<file path="src/rtl/regfile_write_arbiter.sv">
// Owns the register file write port: zero-fills all registers after reset, then
// arbitrates ALU (A) and load (B) write-backs onto a registered one-hot write bus.
module regfile_write_arbiter #(
  parameter int DATA_W   = 32,
  parameter int NREG     = 32,
  parameter bit CLEAR_EN = 1'b1
) (
  input  logic              clk,
  input  logic              rst_n,
  input  logic              a_valid,
  output logic              a_ready,
  input  logic [4:0]        a_addr,
  input  logic [DATA_W-1:0] a_data,
  input  logic              b_valid,
  output logic              b_ready,
  input  logic [4:0]        b_addr,
  input  logic [DATA_W-1:0] b_data,
  output logic [NREG-1:0]   wr_en,
  output logic [4:0]        wr_addr,
  output logic [DATA_W-1:0] wr_data,
  output logic              zero_drop,
  output logic              clearing
);

  localparam int AW = 5;

  typedef enum logic [0:0] {
    ST_CLEAR = 1'b0,
    ST_RUN   = 1'b1
  } state_t;

  localparam state_t ST_INIT = CLEAR_EN ? ST_CLEAR : ST_RUN;
  localparam logic [AW-1:0] LAST_REG = AW'(NREG - 1);

  state_t              state_r, state_nxt_s;
  logic [AW-1:0]       cnt_r, cnt_nxt_s;
  logic                prio_b_r, prio_b_nxt_s;
  logic                clearing_r;
  logic                grant_a_s, grant_b_s;
  logic [AW-1:0]       acc_addr_s;
  logic [DATA_W-1:0]   acc_data_s;
  logic [NREG-1:0]     wr_en_r, wr_en_nxt_s;
  logic [AW-1:0]       wr_addr_r, wr_addr_nxt_s;
  logic [DATA_W-1:0]   wr_data_r, wr_data_nxt_s;
  logic                zero_drop_r, zero_drop_nxt_s;

  function automatic logic [NREG-1:0] decode(input logic [AW-1:0] addr);
    logic [NREG-1:0] onehot;
    onehot = '0;
    for (int i = 0; i < NREG; i++) begin
      onehot[i] = (addr == AW'(i));
    end
    return onehot;
  endfunction

  // Next-state, arbitration and write-bus selection
  always_comb begin
    state_nxt_s     = state_r;
    cnt_nxt_s       = cnt_r;
    prio_b_nxt_s    = prio_b_r;
    grant_a_s       = 1'b0;
    grant_b_s       = 1'b0;
    acc_addr_s      = a_addr;
    acc_data_s      = a_data;
    wr_en_nxt_s     = '0;
    wr_addr_nxt_s   = wr_addr_r;
    wr_data_nxt_s   = wr_data_r;
    zero_drop_nxt_s = 1'b0;

    case (state_r)
      ST_CLEAR: begin
        wr_en_nxt_s   = decode(cnt_r);
        wr_addr_nxt_s = cnt_r;
        wr_data_nxt_s = '0;
        cnt_nxt_s     = cnt_r + 5'd1;
        if (cnt_r == LAST_REG) begin
          state_nxt_s = ST_RUN;
        end else begin
          state_nxt_s = ST_CLEAR;
        end
      end
      ST_RUN: begin
        // clearing_r covers the cycle where the last clear write is still on the bus
        if (clearing_r) begin
          grant_a_s = 1'b0;
          grant_b_s = 1'b0;
        end else if (a_valid && b_valid) begin
          grant_a_s    = !prio_b_r;
          grant_b_s    = prio_b_r;
          prio_b_nxt_s = !prio_b_r;
        end else begin
          grant_a_s = a_valid;
          grant_b_s = b_valid;
        end

        if (grant_b_s) begin
          acc_addr_s = b_addr;
          acc_data_s = b_data;
        end else begin
          acc_addr_s = a_addr;
          acc_data_s = a_data;
        end

        if (grant_a_s || grant_b_s) begin
          wr_data_nxt_s = acc_data_s;
          if (acc_addr_s == 5'd0) begin
            wr_en_nxt_s     = '0;
            wr_addr_nxt_s   = 5'd0;
            zero_drop_nxt_s = 1'b1;
          end else begin
            wr_en_nxt_s   = decode(acc_addr_s);
            wr_addr_nxt_s = acc_addr_s;
          end
        end else begin
          wr_en_nxt_s = '0;
        end
      end
      default: begin
        state_nxt_s = ST_INIT;
        cnt_nxt_s   = 5'd0;
      end
    endcase
  end

  // Control state: FSM, clear counter and arbitration priority
  always_ff @(posedge clk or negedge rst_n) begin
    if (!rst_n) begin
      state_r  <= ST_INIT;
      cnt_r    <= 5'd0;
      prio_b_r <= 1'b0;
    end else begin
      state_r  <= state_nxt_s;
      cnt_r    <= cnt_nxt_s;
      prio_b_r <= prio_b_nxt_s;
    end
  end

  // Registered write bus and status outputs
  always_ff @(posedge clk or negedge rst_n) begin
    if (!rst_n) begin
      wr_en_r     <= '0;
      wr_addr_r   <= 5'd0;
      wr_data_r   <= '0;
      zero_drop_r <= 1'b0;
      clearing_r  <= CLEAR_EN;
    end else begin
      wr_en_r     <= wr_en_nxt_s;
      wr_addr_r   <= wr_addr_nxt_s;
      wr_data_r   <= wr_data_nxt_s;
      zero_drop_r <= zero_drop_nxt_s;
      clearing_r  <= (state_r == ST_CLEAR);
    end
  end

  assign a_ready   = grant_a_s;
  assign b_ready   = grant_b_s;
  assign wr_en     = wr_en_r;
  assign wr_addr   = wr_addr_r;
  assign wr_data   = wr_data_r;
  assign zero_drop = zero_drop_r;
  assign clearing  = clearing_r;

endmodule

</file>
<file path="config.mk">
export PLATFORM = sky130hd
export DESIGN_NAME = regfile_write_arbiter
export DESIGN_NICKNAME = d
export VERILOG_FILES = /design/src/rtl/regfile_write_arbiter.sv
export SDC_FILE = /design/constraint.sdc
export NUM_CORES = 1
export LEC_CHECK = 0
export CAP_MARGIN = 20
export CORE_MARGIN = 2
export CORE_UTILIZATION = 44
export DETAILED_ROUTE_END_ITERATION = 6
export GPL_ROUTABILITY_DRIVEN = 0
export PLACE_DENSITY = 0.88
export SYNTH_ARGS = -nofsm -noshare
export SYNTH_HDL_FRONTEND = slang
export SYNTH_SLANG_ARGS = --single-unit
export TNS_END_PERCENT = 50
</file>
<file path="constraint.sdc">
create_clock -name clk -period 2.1 [get_ports clk]
set_input_delay 0.42 -clock clk [delete_from_list [all_inputs] [get_ports clk]]
set_output_delay 0.42 -clock clk [all_outputs]
set_load 0.1 [all_outputs]
</file>
==> impl_results.md <==
- Pre-Repair DR Iteration Count: 5
- Top FF cell, synth: dfrtp_1
- Post-Synth Adder-Cell Area: 0.0199
- Buffers on Ports: 150
- Synth unique cells: 43
- Post-synthesis compound-gate area fraction: 0.150
- Final Core Density: 0.678
- Cts hold-fix bufs: 0
- Simple-gate portion of the synthesized area: 0.159
- Row cnt: 33
- Worst hold path type: in2async
- RSZ-0062 raised after global routing: false
- Setup CP Type: in2out
- Slowest CP cell: clkdlybuf4s50_1
- # DRC: 0
- CTS tree: yes
- Clk Latency, worst-skew pair: 340 ps
- Number of global-route vias before repair: 3609
- Die ar.: 9340 µm²
- Worst-path clk slew: 70 ps
- Number of fill cells: 637
- Syn-to-layout area delta: 48.3%
- Placed Instances: 611
- CP max stage delay: 530 ps
- CTS buffer count: 9
- Setup WS pre-CTS: 43.8 ps
- Via/cell ratio: 5.70
- Data arrival time of the worst path: 1610 ps
- Cell accounting for the most synthesized area: dfrtp_1
- Reg2reg start: clearing$_DFF_PN1_
- Sequential-to-total area share from yosys stat: 0.517
- Total power: 4.83 mW
- CTS Buffer Depth: 2
- Setup TNS: 0 ps
- DP HPWL: 8680 µm
- Final period utilization: 0.965
- Post-Synth XOR/XNOR Area: 0.00928
- Synthesis-stage register bit count: 78
- EDFF count, synth: 0
- CTS root buffer: clkbuf_8
- Flop2flop setup slack: 390 ps
- Syn Area/Cell: 10.6 µm²
- Bufs and invs on worst path: 2
- Largest net degree at the start of global routing: 42
- Total track usage: 0.246
- FMAX: 0.493 GHz
- Slew Limit Fails: 0
- Synthesized area: 3770 µm²
- Max cap viols: 0
- # IOs: 151
- Status: complete, no violations
- Final WS setup: 73.2 ps
- Fin crit period: 2030 ps
- Layout cell share with drive strength beyond 1: 0.252
- Setup crit start kind: primary input
- Via count: 3565
- Main combinational cell family by area after synthesis: simple AND/OR/NAND/NOR gates
- Synth area leaders: dfrtp_1, mux2i_1, o21ai_0
- Worst Path Required: 1680 ps
- Top Family by Delay on Critical Path: buffers and inverters
- Fin. Hold Viols: 0
- Initial antenna violation count: 0
- DR WL/cell: 18.4 µm
- Grt total ovfl: 0
- H-tree levels: 3
- Final setup violation count: 0
- Ys async rst share: 1.00
- Top cell type's share of synthesized area: 0.510
- Layout Skew: 7.91 ps
- First-pass GRT wire length: 18400 µm
- ANT nets after route: 0
- Slew headroom: 0.572
- Crit-path cells: clkdlybuf4s50_1 > nand2b_2 > nand3b_1 > and2_4 > buf_12
- Initial Util: 0.457
- Power density over the cells: 863 nW/µm²
- Placeable Area: 8260 µm²
- Worst Tran Pin Value: 641 ps
- R2R depth: 5
- Die Wd: 96.6 µm
- Critical path endpoint category: primary output
- Max VDD drop: 0.508 mV
- Mux cell area share after synthesis: 0.105
- Fin cells: 625
- Critical path fanouts, max: 4
- Die H: 96.6 µm
- Nets: 601
- Warnings, synthesis: 0
- Static leakage: 2.56 nW
- CTS Sinks: 78
- Syn Inst Count: 356
- Post-synth net total: 440
- Starting DRT DRC Count: 328
- Reg2Reg Capture Point: wr_en[22]$_DFF_PN0_
- Antenna cells: 0
- WL final: 11500 µm
## flip-flops by register name, summed over array words and instances (netlist names)
| register | count |
|---|---|
| clearing | 1 |
| cnt_r | 5 |
| prio_b_r | 1 |
| state_r | 1 |
| wr_addr | 5 |
| wr_data | 32 |
| wr_en | 32 |
| zero_drop | 1 |
## area by class of cell
type / count / area [µm²] / share of cell area
Multi-Input combinational cell: 247 / 1680 / 0.300
Tap cell: 105 / 131 / 0.0235
Clock buffer: 10 / 138 / 0.0246
Clock inverter: 4 / 72.6 / 0.0130
Sequential cell: 78 / 1950 / 0.349
Timing Repair Buffer: 177 / 1610 / 0.287
Inverter: 4 / 15.0 / 0.00268
## layer usage
metal	wire [µm]	track usage
met5	0	0
met4	406	0.108
met3	777	0.0542
met2	5580	0.397
met1	4710	0.318
## through the flow
stage | area [µm²] | hold slack, ps
2_1_floorplan | 3780 | 124
3_3_place_gp | 5380 | 436
3_5_place_dp | 5380 | 439
4_1_cts | 5590 | 69.4
5_1_grt | 5600 | 81.4
6_report | 5600 | 54.4
## Yosys cell counts (all sizes together), types with 7 or more instances
library cell,instances
clkbuf,13
o221ai,21
mux2i,37
buf,14
nand2,43
o21ai,46
nor2,7
nand3,25
dfrtp,77
nand3b,9
## power breakdown
part	total (mW)	internal, mW	switching [mW]
sequential	1.71	1.63	0.0796
clock	1.21	0.687	0.523
combinational	1.91	0.541	1.37
total	4.83	2.86	1.97
## worst reg2reg max path: stages (launching register included)
cell      delay (ps)
dfstp_2          620
nand3b_1         250
buf_4            230
nand4b_1         100
buf_4            170
o21ai_0          230
## worst max path at each step
stage / endpoint / slack [ps] / cells past startpoint / start
2_1_floorplan: a_ready / -180 / 4 / clearing$_DFF_PN1_
3_3_place_gp: a_ready / 110 / 5 / a_valid
3_5_place_dp: wr_en[22]$_DFF_PN0_ / 40 / 7 / a_valid
4_1_cts: a_ready / 60 / 5 / a_valid
5_1_grt: a_ready / 20 / 5 / a_valid
6_report: a_ready / 70 / 5 / a_valid
## cell families after synthesis
logic type	after synthesis
simple gates	112
compound gates	86
flops	78
mux	39
buf+inv	31
fa+ha+maj	6
xor+xnor	4
## timing repair
action	4_1_cts	5_1_grt
resized for setup	0	2
setup buffers	0	0
endpoints found under the setup margin	0	2
endpoints found under the hold margin	0	0
## cell usage in the layout (no fill, tap or decap), drive strengths merged, types with 2 or more instances in the layout
master,count
a22oi,4
and2,2
and3,2
buf,101
bufinv,2
clkbuf,10
clkdlybuf4s50,76
dfrtp,77
ha,6
inv,4
mux2,2
mux2i,37
nand2,43
nand2b,2
nand3,25
nand3b,9
nand4,6
nand4b,2
nor2,7
nor2b,5
nor3,2
o21a,3
o21ai,46
o221ai,21
o22a,6
or3,2
or3b,4
xnor2,4
Note: power is estimated with default switching activity, not from simulation.
